`src/rtl/usr_seq.sv`:
```
// usr_seq: command sequencer that drives a universal shift register through load, shift and hold phases.
//   clk        : rising-edge clock
//   reset      : asynchronous active-high reset
//   cmd_valid  : command present
//   cmd_ready  : controller idle and able to accept a command
//   cmd_op     : 00 load, 01 load+shift right, 10 load+shift left, 11 hold-delay
//   cmd_data   : parallel load value
//   cmd_count  : number of shift/hold cycles
//   abort      : cancel the running command
//   ctrl       : register control (00 hold, 01 right, 10 left, 11 load)
//   d          : parallel data to the register
//   q          : register output
//   busy       : controller not idle
//   done       : one-cycle completion pulse
//   result     : q captured at completion
module usr_seq #(
  parameter int WIDTH = 4,
  parameter int CNT_W = 3
) (
  input  logic             clk,
  input  logic             reset,
  input  logic             cmd_valid,
  output logic             cmd_ready,
  input  logic [1:0]       cmd_op,
  input  logic [WIDTH-1:0] cmd_data,
  input  logic [CNT_W-1:0] cmd_count,
  input  logic             abort,
  output logic [1:0]       ctrl,
  output logic [WIDTH-1:0] d,
  input  logic [WIDTH-1:0] q,
  output logic             busy,
  output logic             done,
  output logic [WIDTH-1:0] result
);
  typedef enum logic [2:0] {IDLE, LOAD, SHIFT, HOLD, DONE} state_t;
  state_t           state_q, state_d;
  logic [1:0]       op_q, op_d;
  logic [CNT_W-1:0] cnt_q, cnt_d;
  logic [WIDTH-1:0] d_q, d_d;
  logic [WIDTH-1:0] result_q, result_d;
  logic             done_q, done_d;
  logic [CNT_W-1:0] cnt_dec;
  assign cnt_dec   = (cnt_q == '0) ? '0 : cnt_q - 1'b1;
  assign cmd_ready = (state_q == IDLE);
  assign busy      = (state_q != IDLE);
  assign d         = d_q;
  assign done      = done_q;
  assign result    = result_q;
  always_comb begin
    state_d  = state_q;
    op_d     = op_q;
    cnt_d    = cnt_q;
    d_d      = d_q;
    result_d = result_q;
    done_d   = 1'b0;
    ctrl     = 2'b00;
    case (state_q)
      IDLE: if (cmd_valid) begin
        op_d    = cmd_op;
        cnt_d   = cmd_count;
        // a hold-delay never loads, so d keeps the last loaded value
        d_d     = (cmd_op == 2'b11) ? d_q : cmd_data;
        state_d = (cmd_op != 2'b11) ? LOAD : (cmd_count == '0) ? DONE : HOLD;
      end
      LOAD: begin
        ctrl    = 2'b11;
        state_d = (op_q == 2'b00 || cnt_q == '0) ? DONE : SHIFT;
      end
      SHIFT: begin
        ctrl    = op_q;
        cnt_d   = cnt_dec;
        state_d = (cnt_q <= 1) ? DONE : SHIFT;
      end
      HOLD: begin
        cnt_d   = cnt_dec;
        state_d = (cnt_q <= 1) ? DONE : HOLD;
      end
      DONE: begin
        result_d = q;
        done_d   = 1'b1;
        state_d  = IDLE;
      end
      default: state_d = IDLE;
    endcase
    // abort wins over everything outside IDLE: no capture, no pulse
    if (abort && state_q != IDLE) begin
      state_d  = IDLE;
      result_d = result_q;
      done_d   = 1'b0;
    end
  end
  always_ff @(posedge clk or posedge reset) begin
    if (reset) begin
      state_q  <= IDLE;
      op_q     <= 2'b00;
      cnt_q    <= '0;
      d_q      <= '0;
      result_q <= '0;
      done_q   <= 1'b0;
    end else begin
      state_q  <= state_d;
      op_q     <= op_d;
      cnt_q    <= cnt_d;
      d_q      <= d_d;
      result_q <= result_d;
      done_q   <= done_d;
    end
  end
endmodule

```
`config.mk`:
```
export PLATFORM = sky130hd
export DESIGN_NAME = usr_seq
export DESIGN_NICKNAME = d
export VERILOG_FILES = /design/src/rtl/usr_seq.sv
export SDC_FILE = /design/constraint.sdc
export NUM_CORES = 1
export LEC_CHECK = 0
export ABC_AREA = 1
export BUFFER_PORTS_ARGS = -buffer_cell sky130_fd_sc_hd__buf_2
export CORE_MARGIN = 2
export CORE_UTILIZATION = 39
export CTS_CLUSTER_DIAMETER = 200
export CTS_CLUSTER_SIZE = 10
export DETAILED_ROUTE_END_ITERATION = 8
export GPL_TIMING_DRIVEN = 1
export PLACE_DENSITY = 0.67
export SYNTH_ARGS = -nofsm -noshare
export SYNTH_HDL_FRONTEND = slang
export SYNTH_SLANG_ARGS = --single-unit
```
`constraint.sdc`:
```
create_clock -name clk -period 1.2 [get_ports clk]
set_clock_uncertainty 0.1 [all_clocks]
set_input_delay 0.12 -clock clk [delete_from_list [all_inputs] [get_ports clk]]
set_output_delay 0.12 -clock clk [all_outputs]
set_load 0.01 [all_outputs]
```
==> impl_metrics.yaml, run 1 <==
global_route:
  first_global_vias: 901
  overflow: 0
  grt_pass1_wl_mm: 3.77
  track_usage: 0.190
  grt_max_degree: 18
  antenna_found_initial: 0
logic_synthesis:
  yosysWarnings: 0
  synth_mux_area_frac: 0
  avgSynthCellArea_um2: 7.59
  netlist_area_um2: 881
  synthCells: 116
  netlist.area_leader.share: 0.483
  yosys.area.top_type: "dfrtp_1"
  synth-simple-area-share: 0.354
  synth_nets: 133
  synth-seq-area-share: 0.483
  synthXorXnorAreaFrac: 0
  synth_compound_area_frac: 0.0739
  synth_cell_types: 19
  synth_top_family_by_area: "simple AND/OR/NAND/NOR gates"
  synthTopCellsByArea: "dfrtp_1 (48%), nand2_1 (18%), nand3_1 (6.8%), inv_1 (6.4%), nor2_1 (2.6%)"
  synth_fa_ha_area_frac: 0
  yosys_register_bits: 17
setup_path:
  cp_slowest_cell: "dfrtp_1"
  critPathMaxFanout: 2
  end_kind: "output port"
  setup.worst_path.start_class: "flop"
  cpLargestDelayFamily: "flip-flops"
  cp.arrival_ns: 1.27
  cp_data_required_time_ns: 0.98
  slowest_delay_ns: 0.40
  r2r-end: "cnt_q[0]"
  r2r_slack_ns: -0.19
  path_class: "reg2out"
  worstPathCellList: "inv_2, buf_6, nand3_1, o21ai_1, buf_2"
  r2r_start: "state_q[1]"
  critPathBufInv: 3
  rr_worst_depth: 8
power:
  power_frac_clock: 0.097
  power.share.sequential: 0.298
  peakVddDrop_uv: 1560
  net-switching-power_mw: 1.41
  cell_internal_pwr_mw: 1.80
  power-per-cell-area_nw_per_um2: 2260
  p_leak_nw: 0.764
  netSwitchingFraction: 0.439
  comb_power_share: 0.605
drt:
  antenna_left: 0
  vias: 964
  top_layer_used: "met4"
  drc_errors: 0
  routed_wl_mm: 2.40
  met2_length_mm: 1.27
  via_per_inst: 4.84
  dr.pass1.iters: 4
  wl_met3_um: 109
  wl_per_cell_um: 12.1
  drt-met1-wl_um: 961
  drtIter0Drc: 32
clock_network:
  cts.sinks: 17
  cts_buffers: 3
  cts_tree: "done"
  clockRootBuffer: "clkbuf_4"
  clock_latency_ns: 0.29
  clockBufferDepth: 2
  clkSlewWorstSetupHoldPaths_ns: 0.10
  ctsHtreeMaxLevel: 1
timing:
  min_period_ns: 1.49
  hold_viol: 0
  tns_ns: -2.55
  min_period_over_period: 1.24
  rsz0062_at_grt: "true"
  worst_slew_pin_slew_ns: 0.372
  timing.fmax_ghz: 0.670
  relSlewSlack: 0.752
  final.setup.worst_slack_ns: -0.293
  setup_viol: 20
  slew_viol_final: 0
die:
  ios: 30
  rows: 17
  die_w_um: 51.5
  die_h_um: 51.5
  initial_utilization: 0.406
  dieArea_um2: 2650
  coreArea_um2: 2170
place:
  port_buffers: 29
  place.gp.congestion: 0.761
  hpwl_mm: 1.52
status:
  status: "complete, but fails checks"
  violations: "setup timing"
hold_path:
  min_from: "cmd_count[0]"
  hp-class: "in2reg"
  min_to: "cnt_q[0]"
  min_path_cells: 5
finish:
  fin_nets: 189
  fin_util: 0.653
  drive_gt1_frac: 0.456
  antenna_cells: 0
  area_growth_pct: 60.8
flow_run:
  drv_cap: 0
## state kept, by name, summed over array words and instances, names as in the netlist
register and flops:
d 4, done 1, cnt_q 3, state_q 3
op_q 2, result 4
## synth_stat cells
library cell and instances:
nand2_1 43, dfrtp_1 17, inv_1 15, nand3_1 12
nor2_1 6, o21ai_0 4, o21ai_1 4, inv_2 3
a21oi_1 2, a21boi_0 1, buf_6 1, nand2_2 1
nand2_4 1, nand4_1 1, nor2_2 1, nor2_4 1
nor2_8 1, o211ai_1 1, or2_2 1
## worst max-delay path by stage
stage                     slack (ns)        to  cells past startpoint  startpoint
final                          -0.29   ctrl[0]                      5  state_q[0]
after global routing           -0.36   ctrl[0]                      4  state_q[2]
after CTS                      -0.30   ctrl[0]                      6  state_q[1]
after detailed placement       -0.13  cnt_q[2]                      8  state_q[1]
after global placement         -0.07  cnt_q[2]                      6  state_q[2]
after floorplan                -0.08      d[0]                      7  state_q[0]
## stage by stage
| stage | power (mW) | hold slack, ns | cell area, um2 | worst slack (ns) | instances |
|---|---|---|---|---|---|
| floorplan | 1.80 | -0.0539 | 881 | -0.0827 | 116 |
| global placement | 2.20 | 0.0364 | 1080 | -0.0693 | 176 |
| detailed placement | 2.25 | 0.0424 | 1080 | -0.130 | 176 |
| CTS | 3.03 | 0.00526 | 1350 | -0.297 | 198 |
| global route | 3.44 | 0.0719 | 1420 | -0.362 | 199 |
| finish | 3.21 | 0.0700 | 1420 | -0.293 | 199 |
## cell type report
type                            instances  area, um2
Multi-Input combinational cell         81        492
Sequential cell                        17        427
Tap cell                               28       35.0
Clock inverter                          1       5.00
Clock buffer                            3       22.5
Timing Repair Buffer                   51        368
Fill cell                             178        753
Inverter                               18       67.6
## power groups by stage
stage	combinational (mW)	clock (mW)	sequential [mW]
global route	2.12	0.347	0.974
CTS	1.77	0.318	0.948
global placement	1.27	0	0.934
floorplan	0.802	0	0.993
finish	1.94	0.312	0.954
detailed placement	1.31	0	0.945
## repair_timing
item,CTS,global route
gates cloned,1,0
pin swaps,6,9
hold endpoints to repair,27,1
buffers inserted,6,1
setup endpoints to repair,19,21
gates resized for setup,23,19
hold buffers,11,1
## per-layer routing
layer  track usage  vias up
met5             0        -
met4        0.0789        0
met3        0.0172        9
met2         0.327       32
met1         0.243      447
li1              -      476
## worst register-to-register path: cells and delay by family, from the launching register on
family	cells	cell delay, ns
AOI/OAI and AO/OA	1	0.07
DFF	1	0.37
buffers and inverters	3	0.31
and+or+nand+nor	4	0.43
## cells in the final DEF, fill, tap and decap left out, types with 2 or more instances in the layout
master	instances
nor2_4	3
nand2_8	2
inv_2	6
buf_2	27
o21ai_0	2
nand2_4	3
nand3_1	11
clkbuf_4	3
o21ai_1	3
buf_4	6
dlygate4sd3_1	12
nor2_1	3
o21ai_2	3
inv_1	12
nor2_2	2
dfrtp_1	16
nand2_1	31
buf_6	6
nand2_2	10
## cell families (layout without fill, tap and decap cells)
| family | count (synthesis) | after routing |
|---|---|---|
| flops | 17 | 17 |
| compound gates | 12 | 12 |
| simple gates | 68 | 69 |
| buf+inv | 19 | 73 |
Power figures use the tool's default switching activity.
==> run 2: changes to the inputs <==
--- a/config.mk
+++ b/config.mk
@@ -14,6 +14,7 @@
 export DETAILED_ROUTE_END_ITERATION = 8
 export GPL_TIMING_DRIVEN = 1
 export PLACE_DENSITY = 0.67
+export RECOVER_POWER = 25
 export SYNTH_ARGS = -nofsm -noshare
 export SYNTH_HDL_FRONTEND = slang
 export SYNTH_SLANG_ARGS = --single-unit
==> impl_metrics.yaml, run 2 (synthesis results as in run 1) <==
finish:
  drive_gt1_frac: 0.456
  area_growth_pct: 60.5
  multi_input_area_um2: 492
  antenna_cells: 0
  fin_nets: 189
  final_cell_mix: "nand2_1 (31), buf_2 (27), dfrtp_1 (16), inv_1 (12), dlygate4sd3_1 (12)"
  fillCellCount: 178
  ff_latch_area_um2: 427
  final_common_cell: "nand2_1"
timing:
  rsz0062_at_grt: "true"
  worst_slew_pin_slew_ns: 0.428
  final.setup.worst_slack_ns: -0.293
  hold_viol: 0
  slew_viol_final: 0
  timing.fmax_ghz: 0.670
  setup_viol: 20
  relSlewSlack: 0.714
  tns_ns: -2.55
  min_period_over_period: 1.24
  min_period_ns: 1.49
clock_network:
  cts_tree: "done"
  clock_latency_ns: 0.29
  clkSlewWorstSetupHoldPaths_ns: 0.10
  clockBufferDepth: 2
  clockRootBuffer: "clkbuf_4"
  ctsHtreeMaxLevel: 1
  cts_buffers: 3
  cts.sinks: 17
place:
  port_buffers: 29
  hpwl_mm: 1.52
  place.gp.congestion: 0.761
  dp_slack_ns: -0.130
flow_run:
  drv_cap: 0
setup_path:
  critPathMaxFanout: 5
  r2r_start: "state_q[1]"
  end_kind: "output port"
  r2r_slack_ns: -0.19
  critPathBufInv: 2
  path_class: "reg2out"
  cp_slowest_cell: "dfrtp_2"
  r2r-end: "cnt_q[0]"
  setup.worst_path.start_class: "flop"
  cp_data_required_time_ns: 0.98
  rr_worst_depth: 8
  slowest_delay_ns: 0.48
  cp.arrival_ns: 1.27
  worstPathCellList: "inv_1, nand3_1, o21ai_1, buf_2"
  cpLargestDelayFamily: "flip-flops"
global_route:
  track_usage: 0.190
  antenna_found_initial: 0
  first_global_vias: 901
  grt_pass1_wl_mm: 3.77
  grt_max_degree: 18
  overflow: 0
die:
  die_h_um: 51.5
  initial_utilization: 0.406
  rows: 17
  coreArea_um2: 2170
  die_w_um: 51.5
  dieArea_um2: 2650
  ios: 30
status:
  violations: "setup timing"
  status: "complete, but fails checks"
drt:
  vias: 961
  wl_per_cell_um: 12.1
  drtIter0Drc: 32
  dr.pass1.iters: 4
  antenna_left: 0
  via_per_inst: 4.83
  routed_wl_mm: 2.40
  drc_errors: 0
hold_path:
  min_to: "cnt_q[0]"
  min_path_cells: 5
  min_from: "cmd_count[0]"
  hp-class: "in2reg"
power:
  power-per-cell-area_nw_per_um2: 2270
  p_leak_nw: 0.763
  peakVddDrop_uv: 1560
[run 2: cell count changes in the layout (fill, tap and decap cells not counted), sizes merged]
cell,delta
buf,-1
clkbuf,+1
[run 2: per-stage QoR]
stage / util / cells / power (mW) / cell area [um2] / hold WS (ns)
2_1_floorplan: - / 116 / 1.80 / 881 / -0.0539
3_3_place_gp: 0.498 / 176 / 2.20 / 1080 / 0.0364
3_5_place_dp: 0.498 / 176 / 2.25 / 1080 / 0.0424
4_1_cts: 0.621 / 198 / 3.03 / 1350 / 0.00526
5_1_grt: 0.652 / 199 / 3.44 / 1410 / 0.0719
6_report: 0.652 / 199 / 3.20 / 1410 / 0.0700
[run 2: area by class of cell]
class | count | area share
Clock buffer | 3 | 0.0159
Clock inverter | 1 | 0.00354
Inverter | 18 | 0.0478
Multi-Input combinational cell | 81 | 0.348
Sequential cell | 17 | 0.302
Tap cell | 28 | 0.0248
Timing Repair Buffer | 51 | 0.258
[run 2: worst register-to-register path, cell delays in order, from the launching register on]
cell and delay, ns:
dfrtp_1 0.37, inv_2 0.07, buf_4 0.13, nor2_2 0.25
inv_2 0.11, nand2_1 0.07, nand2_1 0.05, nand2_1 0.06
o21ai_0 0.07
[run 2: report_power, final]
group / switching [mW] / internal [mW]
Combinational: 1.08 / 0.864
Clock: 0.188 / 0.124
Sequential: 0.144 / 0.809
Total: 1.41 / 1.80
[run 2: worst max-delay path by stage]
| stage | from | to | slack [ns] | depth (start not counted) |
|---|---|---|---|---|
| after floorplan | state_q[0] | d[0] | -0.08 | 7 |
| after global placement | state_q[2] | cnt_q[2] | -0.07 | 6 |
| after detailed placement | state_q[1] | cnt_q[2] | -0.13 | 8 |
| after CTS | state_q[1] | ctrl[0] | -0.30 | 6 |
| after global routing | state_q[2] | ctrl[0] | -0.36 | 4 |
| final | state_q[2] | ctrl[0] | -0.29 | 4 |
[run 2: metal layers]
| metal | routed length (um) | track usage | up-vias |
|---|---|---|---|
| met5 | 0 | 0 | - |
| met4 | 59 | 0.0789 | 0 |
| met3 | 109 | 0.0172 | 9 |
| li1 | - | - | 476 |
| met1 | 961 | 0.243 | 444 |
| met2 | 1270 | 0.327 | 32 |
[run 2: timing repair]
action / 4_1_cts / 5_1_grt
setup buffers: 6 / 1
gates resized for setup: 23 / 19
gates cloned: 1 / 0
setup endpoints to repair: 19 / 21
hold buffers: 11 / 1
endpoints found under the hold margin: 27 / 1
pin swaps: 6 / 9
==> run 3: changes to the inputs <==
--- a/config.mk
+++ b/config.mk
@@ -13,7 +13,7 @@
 export CTS_CLUSTER_SIZE = 10
 export DETAILED_ROUTE_END_ITERATION = 8
 export GPL_TIMING_DRIVEN = 1
-export PLACE_DENSITY = 0.67
+export PLACE_DENSITY = 0.64
 export RECOVER_POWER = 25
 export SYNTH_ARGS = -nofsm -noshare
 export SYNTH_HDL_FRONTEND = slang
==> impl_metrics.yaml, run 3 (synthesis results as in run 1) <==
power:
  peakVddDrop_uv: 1100
  power-per-cell-area_nw_per_um2: 2220
  p_leak_nw: 0.779
timing:
  final.setup.worst_slack_ns: -0.282
  slew_viol_final: 0
  setup_viol: 16
  worst_slew_pin_slew_ns: 0.423
  relSlewSlack: 0.718
  hold_viol: 0
  rsz0062_at_grt: "true"
  min_period_ns: 1.48
  min_period_over_period: 1.23
  timing.fmax_ghz: 0.675
die:
  dieArea_um2: 2650
  coreArea_um2: 2170
  die_h_um: 51.5
  ios: 30
  die_w_um: 51.5
  initial_utilization: 0.406
  rows: 17
clock_network:
  cts_buffers: 3
  clock_latency_ns: 0.30
  clockRootBuffer: "clkbuf_4"
  ctsHtreeMaxLevel: 1
  clkSlewWorstSetupHoldPaths_ns: 0.10
  cts_tree: "done"
  cts.sinks: 17
  clockBufferDepth: 2
drt:
  drc_errors: 0
  wl_per_cell_um: 11.3
  antenna_left: 0
  routed_wl_mm: 2.30
  via_per_inst: 4.80
  dr.pass1.iters: 4
  drtIter0Drc: 23
  vias: 974
place:
  placed_cell_area_um2: 1090
  port_buffers: 29
  hpwl_mm: 1.47
  place.gp.congestion: 0.751
finish:
  ff_latch_area_um2: 427
  fillCellCount: 199
  drive_gt1_frac: 0.406
  final_cell_mix: "nand2_1 (39), buf_2 (28), dfrtp_1 (16), inv_1 (12), dlygate4sd3_1 (12)"
  fin_nets: 193
  fin_util: 0.643
  fin_area_um2: 1400
  multi_input_area_um2: 445
  area_growth_pct: 58.4
  antenna_cells: 0
  final_common_cell: "nand2_1"
global_route:
  first_global_vias: 946
  overflow: 0
  grt_pass1_wl_mm: 3.75
  antenna_found_initial: 0
  grt_max_degree: 18
  track_usage: 0.189
setup_path:
  critPathMaxFanout: 5
  end_kind: "output port"
  setup.worst_path.start_class: "flop"
  path_class: "reg2out"
  cp_data_required_time_ns: 0.98
  cp.arrival_ns: 1.26
status:
  status: "complete, but fails checks"
  violations: "setup timing"
flow_run:
  drv_cap: 0
hold_path:
  hp-class: "in2reg"
run 3: cell count changes in the layout (fill, tap and decap cells not counted), moves of 2 or more:
cell,previous run,this run
buf_4,5,11
buf_6,6,4
nand2_1,31,39
nand2_2,10,3
nor2_1,3,5
nor2_2,2,0
run 3: final timing paths:
| check | from | end | slack [ns] | cells past startpoint |
|---|---|---|---|---|
| min reg2reg | result[3] | result[3] | 0.38 | 2 |
| max | state_q[2] | ctrl[0] | -0.28 | 4 |
| min | cmd_valid | cnt_q[2] | 0.02 | 3 |
| max in group asynchronous | reset | state_q[2] | 0.34 | 4 |
| min in group asynchronous | reset | result[2] | 0.34 | 4 |
| max reg2reg | state_q[1] | op_q[0] | -0.23 | 7 |
run 3: repair_timing:
item,in CTS,in global routing
hold buffers,12,0
resized for setup,14,13
hold endpoints to repair,28,0
cloned,0,0
pin swaps,3,4
endpoints found under the setup margin,16,20
buffers inserted,5,5
run 3: metal layers:
layer	GRT usage	part of all wire	vias to the layer above	wire length [um]
met3	0.0201	0.038	5	87
met2	0.327	0.53	35	1230
met5	0	0	-	0
met4	0.105	0.021	0	48
met1	0.229	0.41	456	941
li1	-	-	478	-
run 3: stage by stage:
step	cells	hold slack [ns]	worst slack, ns	TNS, ns	total power, mW
floorplan	116	-0.0539	-0.0827	-0.469	1.80
global placement	177	0.0377	-0.0594	-0.167	2.22
detailed placement	177	0.0506	-0.116	-0.543	2.26
CTS	198	0.0299	-0.267	-2.67	2.88
global route	203	0.0382	-0.346	-4.32	3.32
finish	203	0.0218	-0.282	-2.96	3.09
run 3: critical path: stages, from the launching register on:
cell and delay [ns]:
dfrtp_2 0.46, inv_1 0.14, nand3_4 0.09, o21ai_1 0.12
buf_2 0.15
run 3: final cells by class:
| type | instances | area share |
|---|---|---|
| multi-input cells | 80 | 0.319 |
| flip-flops and latches | 17 | 0.306 |
| repair buffers | 56 | 0.282 |
| inverters | 18 | 0.0484 |
| well taps | 28 | 0.0251 |
| clock buffers | 3 | 0.0161 |
| clock inverters | 1 | 0.00359 |
run 3: report_power, final:
| part | total [mW] | internal [mW] | switching, mW |
|---|---|---|---|
| Combinational | 1.83 | 0.824 | 1.00 |
| Clock | 0.319 | 0.125 | 0.195 |
| Sequential | 0.946 | 0.809 | 0.137 |
| Total | 3.09 | 1.76 | 1.34 |
